===== src/rtl/imm_encoder_if.sv =====
// Request/response bundle for imm_encoder: immediate + type + base word in,
// packed instruction with error flag and saturating error count out.
interface imm_encoder_if #(
  parameter int unsigned ERR_CNT_W = 16
);
  logic                 valid_in;
  logic                 ready_out;
  logic [31:0]          imm_in;
  logic [2:0]           imm_type_in;
  logic [31:0]          base_instr_in;
  logic                 valid_out;
  logic                 ready_in;
  logic [31:0]          instr_out;
  logic                 err_out;
  logic [ERR_CNT_W-1:0] err_count_out;

  modport slave (
    input  valid_in, imm_in, imm_type_in, base_instr_in, ready_in,
    output ready_out, valid_out, instr_out, err_out, err_count_out
  );

  modport master (
    output valid_in, imm_in, imm_type_in, base_instr_in, ready_in,
    input  ready_out, valid_out, instr_out, err_out, err_count_out
  );
endinterface


===== src/rtl/imm_encoder.sv =====
// Two-stage immediate encoder: S1 holds the request and checks representability,
// S2 holds the packed RV32I instruction and error flag until downstream accepts.
module imm_encoder #(
  parameter int unsigned ERR_CNT_W = 16
) (
  input logic          clk_in,
  input logic          reset_in,
  imm_encoder_if.slave bus
);
  localparam logic [2:0] TY_NONE = 3'b000;
  localparam logic [2:0] TY_I    = 3'b001;
  localparam logic [2:0] TY_S    = 3'b010;
  localparam logic [2:0] TY_B    = 3'b011;
  localparam logic [2:0] TY_U    = 3'b100;
  localparam logic [2:0] TY_J    = 3'b101;
  localparam logic [2:0] TY_IL   = 3'b110;
  localparam logic [2:0] TY_I2   = 3'b111;

  logic                 v1, v2;
  logic [31:0]          imm1, base1;
  logic [2:0]           type1;
  logic                 err1;
  logic [31:0]          packed1;
  logic [31:0]          instr2;
  logic                 err2;
  logic [ERR_CNT_W-1:0] err_cnt;
  logic                 s2_load, in_xfer, out_xfer;
  logic                 ext11, ext12, ext20;

  assign s2_load       = !v2 || bus.ready_in;
  assign bus.ready_out = !v1 || s2_load;
  assign in_xfer       = bus.valid_in && bus.ready_out;
  assign out_xfer      = v2 && bus.ready_in;

  assign bus.valid_out     = v2;
  assign bus.instr_out     = instr2;
  assign bus.err_out       = err2;
  assign bus.err_count_out = err_cnt;

  // Upper bits must be a pure sign extension of the highest encodable bit.
  assign ext11 = (imm1[31:11] == '0) || (imm1[31:11] == '1);
  assign ext12 = (imm1[31:12] == '0) || (imm1[31:12] == '1);
  assign ext20 = (imm1[31:20] == '0) || (imm1[31:20] == '1);

  always_comb begin
    err1    = 1'b0;
    packed1 = base1;
    case (type1)
      TY_NONE: err1 = |imm1;
      TY_I, TY_IL, TY_I2: begin
        err1           = !ext11;
        packed1[31:20] = imm1[11:0];
      end
      TY_S: begin
        err1           = !ext11;
        packed1[31:25] = imm1[11:5];
        packed1[11:7]  = imm1[4:0];
      end
      TY_B: begin
        err1           = imm1[0] || !ext12;
        packed1[31]    = imm1[12];
        packed1[30:25] = imm1[10:5];
        packed1[11:8]  = imm1[4:1];
        packed1[7]     = imm1[11];
      end
      TY_U: begin
        err1           = |imm1[11:0];
        packed1[31:12] = imm1[31:12];
      end
      TY_J: begin
        err1           = imm1[0] || !ext20;
        packed1[31]    = imm1[20];
        packed1[30:21] = imm1[10:1];
        packed1[20]    = imm1[11];
        packed1[19:12] = imm1[19:12];
      end
      default: ;
    endcase
  end

  // Request payload is only meaningful while v1 is set, so it carries no reset.
  always_ff @(posedge clk_in) begin
    if (in_xfer) begin
      imm1  <= bus.imm_in;
      type1 <= bus.imm_type_in;
      base1 <= bus.base_instr_in;
    end
  end

  always_ff @(posedge clk_in or posedge reset_in) begin
    if (reset_in) begin
      v1      <= 1'b0;
      v2      <= 1'b0;
      instr2  <= '0;
      err2    <= 1'b0;
      err_cnt <= '0;
    end else begin
      if (in_xfer) begin
        v1 <= 1'b1;
      end else if (s2_load) begin
        v1 <= 1'b0;
      end
      if (s2_load) begin
        v2 <= v1;
        if (v1) begin
          instr2 <= packed1;
          err2   <= err1;
        end
      end
      if (out_xfer && err2 && !(&err_cnt)) begin
        err_cnt <= err_cnt + ERR_CNT_W'(1);
      end
    end
  end
endmodule


===== src/flat_wrapper.sv =====
// flat-port wrapper written by rule: the top's interface ports become plain ports
module imm_encoder_flat 
#(
  parameter int unsigned ERR_CNT_W = 16
)
  (clk_in, reset_in, bus_valid_in, bus_imm_in, bus_imm_type_in, bus_base_instr_in, bus_ready_in, bus_ready_out, bus_valid_out, bus_instr_out, bus_err_out, bus_err_count_out);
  imm_encoder_if #(.ERR_CNT_W(ERR_CNT_W)) bus_i ();
  input logic clk_in;
  input logic reset_in;
  input wire logic [$bits(bus_i.valid_in)-1:0] bus_valid_in;
  input wire logic [$bits(bus_i.imm_in)-1:0] bus_imm_in;
  input wire logic [$bits(bus_i.imm_type_in)-1:0] bus_imm_type_in;
  input wire logic [$bits(bus_i.base_instr_in)-1:0] bus_base_instr_in;
  input wire logic [$bits(bus_i.ready_in)-1:0] bus_ready_in;
  output wire logic [$bits(bus_i.ready_out)-1:0] bus_ready_out;
  output wire logic [$bits(bus_i.valid_out)-1:0] bus_valid_out;
  output wire logic [$bits(bus_i.instr_out)-1:0] bus_instr_out;
  output wire logic [$bits(bus_i.err_out)-1:0] bus_err_out;
  output wire logic [$bits(bus_i.err_count_out)-1:0] bus_err_count_out;
  assign bus_i.valid_in = bus_valid_in;
  assign bus_i.imm_in = bus_imm_in;
  assign bus_i.imm_type_in = bus_imm_type_in;
  assign bus_i.base_instr_in = bus_base_instr_in;
  assign bus_i.ready_in = bus_ready_in;
  assign bus_ready_out = bus_i.ready_out;
  assign bus_valid_out = bus_i.valid_out;
  assign bus_instr_out = bus_i.instr_out;
  assign bus_err_out = bus_i.err_out;
  assign bus_err_count_out = bus_i.err_count_out;
  imm_encoder #(.ERR_CNT_W(ERR_CNT_W)) u_core (.clk_in(clk_in), .reset_in(reset_in), .bus(bus_i));
endmodule

===== config.mk =====
export PLATFORM = sky130hd
export DESIGN_NAME = imm_encoder_flat
export DESIGN_NICKNAME = d
export VERILOG_FILES = /design/src/rtl/imm_encoder_if.sv /design/src/rtl/imm_encoder.sv /design/src/flat_wrapper.sv
export SDC_FILE = /design/constraint.sdc
export NUM_CORES = 1
export LEC_CHECK = 0
export BUFFER_PORTS_ARGS = -buffer_cell sky130_fd_sc_hd__buf_2
export CAP_MARGIN = 10
export CORE_MARGIN = 2
export CORE_UTILIZATION = 50
export CTS_BUF_LIST = sky130_fd_sc_hd__clkbuf_16
export CTS_CLUSTER_SIZE = 40
export DETAILED_ROUTE_END_ITERATION = 8
export PLACE_DENSITY = 0.85
export SLEW_MARGIN = 20
export SYNTH_ARGS = -nofsm -noshare
export SYNTH_HDL_FRONTEND = slang
export SYNTH_SLANG_ARGS = --single-unit

===== constraint.sdc =====
create_clock -name clk_in -period 3.5 [get_ports clk_in]
set_clock_uncertainty 0.05 [all_clocks]
set_input_delay 0.175 -clock clk_in [delete_from_list [all_inputs] [get_ports clk_in]]
set_output_delay 0.175 -clock clk_in [all_outputs]
set_load 0.01 [all_outputs]

Word level (Yosys, flattened, before mapping)
Index checks and enable logic that the tools add are counted.
{ "totals": {"ff_bits": 118, "latch_bits": 0, "ramBits": 0, "romBits": 0, "in_bits": 71, "output_inout_bits": 51, "elab_cells": 55, "mem_count": 0} }
{ "op_classes": {"n_addsub": 1, "n_mul": 0, "div": 0, "n_lt_le_gt_ge": 0, "eq_ne": 10, "shift": 0, "n_mux": 7, "bitwise": 0, "reduce_logical": 29} }
{ "ops": {"columns": ["operator", "count"], "rows": [
  ["$reduce_or 32->1", 1],
  ["$pmux 7 s4", 1],
  ["$eq 21x21->1 const B", 1],
  ["$logic_not 21->1", 1],
  ["$eq 20x20->1 const B", 1],
  ["$logic_not 20->1", 1],
  ["$add 16x1->16 const B", 1],
  ["$reduce_and 16->1", 1],
  ["$pmux 5 s3", 1],
  ["$eq 12x12->1 const B", 1],
  ["$eq 3x3->1 const B", 4],
  ["$logic_not 12->1", 1],
  ["$reduce_or 12->1", 1],
  ["$pmux 5 s2", 1],
  ["$mux 8", 1],
  ["$logic_or 1x1->1", 7],
  ["$eq 3x2->1 const B", 2],
  ["$logic_not 1->1", 6],
  ["$pmux 1 s5", 1],
  ["$logic_and 1x1->1", 4],
  ["$reduce_or 4->1", 1],
  ["$eq 3x1->1 const B", 1],
  ["$logic_not 3->1", 1],
  ["$reduce_or 3->1", 1],
  ["4 further kinds", 5]
]} }

Longest topological paths before layout
Gate-level depths: netlist of run 1.
{ "depth": {"ltp_word": 5, "ltp_mapped": 7, "ltp_nobuf": 6} }

Worst setup path after synthesis of run 1
Ideal clock, no wire load.
{ "synth_timing": {"path_type": "flip-flop to flip-flop", "from": "reg u_core.v2 (netlist: u_core.bus.valid_out)", "to": "reg u_core.base1[0], enable pin", "setup_ps": 432, "arrival_time_ps": 2229, "required_time_ps": 3018, "path_slack_ps": 788, "path_stages_with_launch": 3, "n_path_buf": 0, "period_less_slack_ps": 2712, "path_cell_list": "dfrtp_1 > nand3b_1 > and2_1"} }
{ "synth_between": {"elab_chain_cells": 4} }
{ "synth_lines": {"columns": ["element", "line", "text"], "rows": [
  ["start, declared", "imm_encoder.sv:19", "logic v1, v2;"],
  ["start signal, assigned", "imm_encoder.sv:104", "v2 <= v1;"],
  ["$logic_not 1->1", "imm_encoder.sv:30", "assign s2_load = !v2 || bus.ready_in;"],
  ["$logic_or 1x1->1", "imm_encoder.sv:30", null],
  ["$logic_or 1x1->1", "imm_encoder.sv:31", "assign bus.ready_out = !v1 || s2_load;"],
  ["net bus_ready_out", "flat_wrapper.sv:15", "output wire logic [$bits(bus_i.ready_out)-1:0] bus_ready_out;"],
  ["$logic_and 1x1->1", "imm_encoder.sv:32", "assign in_xfer = bus.valid_in && bus.ready_out;"],
  ["net u_core.in_xfer", "imm_encoder.sv:27", "logic s2_load, in_xfer, out_xfer;"],
  ["end signal, assigned", "imm_encoder.sv:86", "base1 <= bus.base_instr_in;"],
  ["end, declared", "imm_encoder.sv:20", "logic [31:0] imm1, base1;"]
]} }
The timed path passes the listed nets, and every way through them passes these cells.
A chain may end at the register's enable or synchronous reset.

Worst setup path after layout of run 1
{ "layout_timing": {"from": "reg u_core.err_cnt[0] (netlist: u_core.bus.err_count_out[0])", "to": "reg u_core.err_cnt[12] (netlist: u_core.bus.err_count_out[12])"} }
{ "layout_between": {"elab_chain_cells": 3, "word_cells_on_any_way": 4, "classes_between": "1 x add/sub; 3 x reduce/logical"} }
{ "layout_lines": {"columns": ["element", "line", "text"], "rows": [
  ["start, declared", "imm_encoder.sv:26", "logic [ERR_CNT_W-1:0] err_cnt;"],
  ["start signal, assigned", "imm_encoder.sv:111", "err_cnt <= err_cnt + ERR_CNT_W'(1);"],
  ["branches (longest 3 deep; another with $add 16x1->16)", null, null]
]} }
Parallel ways; which one is timed is not known.

==> run summary, run 1 <==
The final sum of negative setup slack is 0 ps. The number of clock buffers inserted by TritonCTS is 17. The area share of the largest cell type after synthesis is 42.1%.

The flow ran to the end, and the final reports show no timing, DRC or antenna violations. The number of nets with antenna violations after routing is 0. The routed design has 11900 um of wire.

The initial standard-cell utilization of the core came out at 51.7%. The leakage dissipation is 2.92 nW. The critical path in this run is classified as register to register. Per report_power, the clock group accounts for 41.8% of the total. In the routed design, unresolved DRC markers number 0.

The total routing usage reported by global routing is 23.6%. The maximum buffer depth of the clock tree came out at 2. The area of placed instances is 5480 um2.

The worst-case setup slack after placement came out at 1490 ps. In this run the power spent charging and discharging nets is 0.00100 W. sky130_fd_sc_hd__edfxtp_1 takes more of the synthesized area than any other cell.

The half-perimeter wire length after detailed placement came out at 7080 um. The first TritonRoute pass finished after 5 iterations. The I/O pin count came out at 122. Row generation in the floorplan step produced 35 rows. After clock tree synthesis, the clock-pin slew on the worst setup and hold paths is 50 ps. The total overflow left after global routing is 0.

The combinational cell fraction of total power came out at 13.7%. The initial antenna violation count is 1. The count of buffers inserted at the top-level ports came out at 121.

The worst hold path belongs to the class input port to register. The area growth from synthesis to layout came out at 41.4%. The post-cts gate resize count came out at 0.

The clock sink count is 118. The signal on the critical path passes through ha_1 -> nand3_1 -> or4_4 -> or3b_1 -> nor3_1 -> xor2_1. The number of fill cells came out at 604. The largest stage delay on the critical path came out at 560 ps.

The sequential power share came out at 44.5%. Yosys mapped the design onto 37 distinct sky130hd cell types. The warning count from the yosys run came out at 0. The placeable core region came out at 9240 um2. The number of DRC markers in iteration 0 came out at 222.

The global routing usage on met2 is 39.4%. The hold violation count in the final report came out at 0. The buffer and inverter count on the worst path came out at 0. The max-cap check violation count came out at 0. The highest net fanout along the worst path is 6. Of all flip-flops after synthesis, the portion carrying an async set or reset was 43.2%. The depth of the CTS H-tree is 4.

The post-detailed-route wirelength per cell is 17.1 um. The final critical-path setup slack came out at 1480 ps. The fraction of final layout cells with drive strength greater than 1 came out at 28.6%. The worst ir drop on vdd is 0.343 mV. The number of endpoints failing setup at the final stage is 0.

Summing all multi-input logic gate instances after layout gives 1390 um2. The post-route cell area is 6750 um2. The sequential area share after synthesis is 68.9%. The overall die area came out at 10300 um2. The flop and latch count out of synthesis came out at 118. In this run the vertical extent of the chip is 102 um. The flip-flop and latch area is 3290 um2. The endpoint arrival time on the critical path is 2230 ps.

The synthesized cell area came out at 4770 um2. The synthesized area divided by synthesized cell count is 13.2 um2. The final-report max-slew violation count was 0. Among all flip-flop cells after synthesis, the most frequent one is sky130_fd_sc_hd__edfxtp_1. Synthesis handed over a netlist of 363 instances. The critical path endpoint category is a register. On the critical path, the stage with the largest delay is an instance of sky130_fd_sc_hd__or4_4. The clock latency of the later-clocked register in the worst-skew pair is 400 ps. Yosys attributes the largest share of cell area to sky130_fd_sc_hd__edfxtp_1, sky130_fd_sc_hd__dfrtp_1, sky130_fd_sc_hd__mux2i_1.

The remaining max-slew budget at the tightest pin came out at 37.7%. The total number of vias came out at 3668. The number of vias per cell came out at 5.25. The global routing met3 resource utilization came out at 6.14%. The net count reported at finish is 628. TritonCTS built the clock tree. The critical path startpoint category is a register. The maximum clock rate came out at 0.495 GHz. The fraction of the cycle the final worst path needs came out at 57.7%. The pin count of the biggest net entering global routing is 68. The number of global-route vias before repair is 3653. The internal power of the cells totals 0.00301 W. The layer carrying the most global-route usage is met2. The final critical path time including I/O delays and setup is 2020 ps.

The width of the die came out at 102 um. STA puts the critical path data required time at 3710 ps. The first global-routing pass estimated 18200 um of wire.

For this design the ratio of total power to cell area is 593 nW/um2. The measured slew at the worst slew-check pin is 931 ps. The post-synth net total came out at 435. The fraction of power spent switching nets came out at 25.0%. The number of enable-type register cells in the synthesized netlist came out at 67. Among cell families on the critical path, the largest total delay comes from simple AND/OR/NAND/NOR gates.

Setup repair after global routing left no endpoint under its margin. The routability-driven placement congestion ratio is 0.819. The met1 track demand over resource came out at 28.4%. The cell sitting at the root of the clock tree is a sky130_fd_sc_hd__clkbuf_16.
cells in the mapped netlist (all sizes together) (7+ instances only):
| cell type | count |
|---|---|
| xnor2 | 10 |
| nand2 | 42 |
| edfxtp | 67 |
| dfrtp | 51 |
| o21ai | 40 |
| mux2i | 24 |
| nor4 | 7 |
| nand4 | 10 |
| a21oi | 12 |
| clkbuf | 14 |
| nor2 | 22 |
| mux2 | 8 |
state kept, by name (all words and copies together), names as in the netlist:
| name | cells |
|---|---|
| u_core.base1 | 32 |
| u_core.bus.instr_out | 32 |
| u_core.imm1 | 32 |
| u_core.bus.err_count_out | 16 |
| u_core.type1 | 3 |
| u_core.bus.err_out | 1 |
| u_core.bus.valid_out | 1 |
| u_core.v1 | 1 |
cells by family after synthesis:
kind of cell             share of synthesized area, %
multiplexers                                     7.00
AND/OR/NAND/NOR                                  11.6
AO/OA/AOI/OAI                                    7.34
buffers and inverters                            2.04
XOR/XNOR                                         2.93
adder cells (fa/ha/maj)                         0.262
flip-flops                                       68.9
cell type report:
cell class / instances / area share, %
multi-input combinational: 222 / 20.6
clock buffer: 17 / 6.30
sequential: 118 / 48.7
antenna: 1 / 0.0371
clock inverter: 15 / 2.22
timing repair buffer: 192 / 19.4
tap: 129 / 2.39
inverter: 5 / 0.297
worst paths after layout:
check / from / end / slack, ps / cells after the start
setup / recovery: u_core.bus.err_count_out[0] / u_core.bus.err_count_out[12] / 1480 / 6
hold / removal: bus_ready_in / u_core.v1 / 120 / 3
setup reg to reg: u_core.bus.err_count_out[0] / u_core.bus.err_count_out[12] / 1480 / 6
hold reg to reg: u_core.bus.instr_out[12] / u_core.bus.instr_out[12] / 420 / 2
max in group asynchronous: reset_in / u_core.bus.instr_out[21] / 2450 / 3
min in group asynchronous: reset_in / u_core.bus.instr_out[1] / 430 / 3
layer usage:
metal  up-vias  part of all wire (%)
met5         -                     0
met4         0                   2.6
met3        32                   6.2
met2       177                    52
met1      1746                    39
li1       1713                     -
power groups by stage:
stage | sequential (W) | clock [W] | combinational, W
finish | 0.00178 | 0.00168 | 0.000547
global route | 0.00180 | 0.00178 | 0.000601
CTS | 0.00178 | 0.00170 | 0.000546
detailed placement | 0.00180 | 0 | 0.000481
global placement | 0.00178 | 0 | 0.000465
floorplan | 0.00182 | 0 | 0.000228
per-stage QoR:
| stage | std cells | utilization [%] | power, W | hold slack, ps |
|---|---|---|---|---|
| floorplan | 363 | - | 0.00204 | 224 |
| global placement | 597 | 59.3 | 0.00225 | 302 |
| detailed placement | 597 | 59.3 | 0.00228 | 303 |
| CTS | 697 | 72.9 | 0.00402 | 28.8 |
| global route | 699 | 73.1 | 0.00418 | 139 |
| finish | 699 | 73.1 | 0.00401 | 119 |
tightest hold or removal path, stage by stage:
cell and delay, ps:
sky130_fd_sc_hd__buf_2 110, sky130_fd_sc_hd__nand3b_1 150, sky130_fd_sc_hd__nand2b_1 70
timing repair:
action                                  in CTS  in global routing
endpoints found under the hold margin       68                 51
setup buffers                                0                  0
hold buffers                                68                  1
endpoints found under the setup margin       0                  0
layout by cell type (no fill, tap or decap), types with 8 or more instances in the layout:
| master | Yosys | layout |
|---|---|---|
| sky130_fd_sc_hd__buf_2 | 3 | 121 |
| sky130_fd_sc_hd__dlygate4sd3_1 | 0 | 69 |
| sky130_fd_sc_hd__edfxtp_1 | 67 | 67 |
| sky130_fd_sc_hd__dfrtp_1 | 51 | 51 |
| sky130_fd_sc_hd__nand2_1 | 42 | 41 |
| sky130_fd_sc_hd__o21ai_0 | 40 | 40 |
| sky130_fd_sc_hd__mux2i_1 | 24 | 24 |
| sky130_fd_sc_hd__nor2_1 | 22 | 22 |
| sky130_fd_sc_hd__clkbuf_16 | 0 | 17 |
| sky130_fd_sc_hd__a21oi_1 | 12 | 12 |
| sky130_fd_sc_hd__xnor2_1 | 10 | 10 |
| sky130_fd_sc_hd__nand4_1 | 9 | 9 |
| sky130_fd_sc_hd__inv_1 | 5 | 8 |
(Power assumes the default switching activity.)
==> run 2: changes to the inputs <==
Settings changed: CORE_UTILIZATION 50 to 47, PLACE_DENSITY 0.85 to 0.84.
Clock period 3.5 ns to 1.7 ns, I/O delays scaled along.
==> run 2 against run 1 <==
Compared with the run above:
- the flow now finishes with violations (negative setup slack)
- combinational power increased to 2.6 times the previous value
- design area up 5.7%
- sequential power grew 100%
- first-iteration DRC count up 34%
- cell count up 6.3%
- wire length is 3.5% higher
- via count increased by 4.0%
- sequential share of layout area shrank 2.6 points
- die area grew 6.1%
- highest routed layer unchanged
- sequential cell count stayed put
- critical path depth fell by 1
==> run summary, run 2 (same netlist as run 1, synthesis figures left out) <==
The post-route cell area came out at 7130 um2 (was 6750 um2). The cell row count is 36 (was 35). The clock latency of the later-clocked register in the worst-skew pair came out at 400 ps (about the same).

The TritonCTS clock tree was yes (unchanged). The overall die area is 11000 um2 (was 10300 um2). The initial antenna violation count is 0 (was 1). The power per standard cell area was 1160 nW/um2 (was 593 nW/um2). The number of endpoints failing setup at the final stage is 12 (was 0). The overall power after layout came out at 0.00831 W (was 0.00401 W). The routability-driven placement congestion ratio came out at 0.859 (was 0.819). The fraction of the cycle the final worst path needs is 109% (was 57.7%). The die extent in y came out at 105 um (was 102 um). The depth of the CTS H-tree is 4 (unchanged). The maximum buffer depth of the clock tree is 2 (unchanged).

The most common cell after layout, fill and taps aside is sky130_fd_sc_hd__buf_2 (unchanged). The critical setup path kind is register to register (unchanged). Most frequent cells in the layout: sky130_fd_sc_hd__buf_2, sky130_fd_sc_hd__dlygate4sd3_1, sky130_fd_sc_hd__edfxtp_1 (unchanged). The post-detailed-route wirelength per cell came out at 16.6 um (was 17.1 um). The fraction of final layout cells with drive strength greater than 1 came out at 35.7% (was 28.6%). The buffer cell driving the clock tree root was sky130_fd_sc_hd__clkbuf_16 (unchanged).

The total number of vias came to 3814 (was 3668). The share of total power in the clock network came to 39.7% (was 41.8%). The data required time at the worst endpoint is 1940 ps (was 3710 ps).

The remaining max-slew budget at the tightest pin is 69.7% (was 37.7%). The final-report max-slew violation count is 0 (unchanged). The area of placed instances came out at 5770 um2 (was 5480 um2).

The slack of the worst reg-to-reg path came to -150 ps (was 1480 ps). The DRC violations left is 0 (unchanged). The worst-case setup slack after placement came to -240 ps (was 1490 ps). The number of global-route vias before repair was 3886 (was 3653). The final critical-path setup slack came out at -150 ps (was 1480 ps).

The count of buffers inserted at the top-level ports came out at 121 (unchanged). The placeable core region is 9820 um2 (was 9240 um2). The worst-case reg-to-reg path depth came out at 5 (was 6).

The endpoint of the worst register-to-register path was u_core.bus.err_count_out[1] (was u_core.bus.err_count_out[12]). The switching component of the power is 0.00211 W (was 0.00100 W). The highest net fanout along the worst path came out at 4 (was 6). The count of TritonRoute iterations in the first routing pass came out at 5 (unchanged). The cell internal power dissipation is 0.00620 W (was 0.00301 W). The half-perimeter wire length after detailed placement was 7860 um (was 7080 um). The I/O pin count came to 122 (unchanged). The number of fill cells came out at 682 (was 604).

The number of DRC markers in iteration 0 is 298 (was 222). The width of the die is 105 um (was 102 um). The initial standard-cell utilization of the core was 48.6% (was 51.7%).

The worst ir drop on vdd came to 0.727 mV (was 0.343 mV). The total routing usage reported by global routing was 23.2% (was 23.6%). The first-pass GRT wire length came out at 19500 um (was 18200 um). The area growth from synthesis to layout came out at 49.4% (was 41.4%). The launch point of the worst reg-to-reg path is u_core.bus.err_count_out[1] (was u_core.bus.err_count_out[0]). The fraction of power spent switching nets is 25.4% (was 25.0%).

The number of clock buffers inserted by TritonCTS is 17 (unchanged). The clock transition time at the flip-flop clock pins of the worst setup and hold paths came out at 60 ps (was 50 ps). The maximum clock rate was 0.541 GHz (was 0.495 GHz). Setup repair after global routing missed its margin: true (was false). The endpoint arrival time on the critical path is 2090 ps (was 2230 ps). The clock sink count is 118 (unchanged).

Outcome: finished with violations (was complete, no violations). The pin count of the biggest net entering global routing is 36 (was 68). The class of the tightest hold or removal check is input port to asynchronous set/reset pin (was input port to register).

The sum of routed wire length over all layers came out at 12400 um (was 11900 um). The measured slew at the worst slew-check pin came out at 454 ps (was 931 ps). The checks that failed: negative setup slack. The number of diodes added for antenna fixing is 0 (was 1). The leakage dissipation is 3.14 nW (was 2.92 nW). The critical path endpoint category is a register (unchanged). The critical path startpoint category is a register (unchanged). The sequential power share was 43.3% (was 44.5%). The combinational cell fraction of total power is 17.0% (was 13.7%).

The final critical path time including I/O delays and setup is 1850 ps (was 2020 ps). The net count reported at finish is 669 (was 628). The sum of overflow across all layers after global routing came out at 0 (unchanged).

The hold violation count in the final report is 0 (unchanged). The max-cap check violation count is 0 (unchanged). The number of nets with antenna violations after routing is 0 (unchanged). The number of vias per cell came out at 5.13 (was 5.25).
-- run 2: cell types whose count changed in the layout (fill, tap and decap cells not counted), moves of 2 or more --
cell,change
sky130_fd_sc_hd__or4_4,+2
sky130_fd_sc_hd__buf_4,+36
sky130_fd_sc_hd__buf_12,+2
sky130_fd_sc_hd__dlygate4sd3_1,+2
sky130_fd_sc_hd__nand3_2,+2
sky130_fd_sc_hd__clkinv_2,+2
sky130_fd_sc_hd__inv_1,-2
sky130_fd_sc_hd__nand3_1,-2
sky130_fd_sc_hd__nor2_1,-4
sky130_fd_sc_hd__or4_1,-2
sky130_fd_sc_hd__nor2_2,+3
-- run 2: stage by stage --
stage          hold WS [ps]  setup TNS [ps]  instances  util [%]
6_report                196           -1220        743      72.6
5_1_grt                 220           -2150        743      72.6
4_1_cts                 189            -713        738      71.9
3_5_place_dp           60.6           -1570        633      58.8
3_3_place_gp           52.9            -907        633      58.8
2_1_floorplan           134           -1440        363         -
-- run 2: metal layers --
layer	global-route usage [%]	wire, um
met5	0	0
met4	7.14	138
met1	28.2	5030
met3	5.80	690
met2	40.6	6490
-- run 2: worst max-delay path by stage --
stage | endpoint | slack [ps] | start | cells past startpoint
2_1_floorplan | u_core.bus.err_count_out[11] | -180 | u_core.bus.err_count_out[1] | 6
3_5_place_dp | u_core.bus.err_count_out[8] | -240 | u_core.bus.err_count_out[1] | 6
6_report | u_core.bus.err_count_out[1] | -150 | u_core.bus.err_count_out[1] | 5
5_1_grt | u_core.bus.err_count_out[10] | -210 | u_core.bus.err_count_out[1] | 6
4_1_cts | u_core.bus.err_count_out[6] | -110 | u_core.bus.err_count_out[1] | 6
3_3_place_gp | u_core.bus.err_count_out[8] | -150 | u_core.bus.err_count_out[1] | 6
-- run 2: power by group through the flow --
stage,clock (W),combinational (W),sequential (W)
6_report,0.00329,0.00141,0.00360
5_1_grt,0.00348,0.00153,0.00363
4_1_cts,0.00332,0.00138,0.00359
3_5_place_dp,0,0.00122,0.00364
3_3_place_gp,0,0.00118,0.00361
2_1_floorplan,0,0.000479,0.00374
-- run 2: area by class of cell --
cell class	instances	area (um2)	area share [%]
flip-flops and latches	118	3290	46.1
repair buffers	233	1650	23.1
multi-input cells	222	1460	20.5
clock buffers	17	425	5.96
well taps	133	166	2.33
clock inverters	15	123	1.72
inverters	5	18.8	0.263
-- run 2: critical path: stages (launching register included) --
cell and delay, ps:
sky130_fd_sc_hd__dfrtp_1 370, sky130_fd_sc_hd__ha_2 200, sky130_fd_sc_hd__nand3_2 70, sky130_fd_sc_hd__or4_4 520
sky130_fd_sc_hd__and2_1 230, sky130_fd_sc_hd__mux2_4 300
-- run 2: repair_timing --
item	in CTS	in global routing
hold buffers	71	0
resized for setup	3	8
pin swaps	5	6
setup buffers	2	5
endpoints found under the hold margin	87	0
endpoints found under the setup margin	15	22
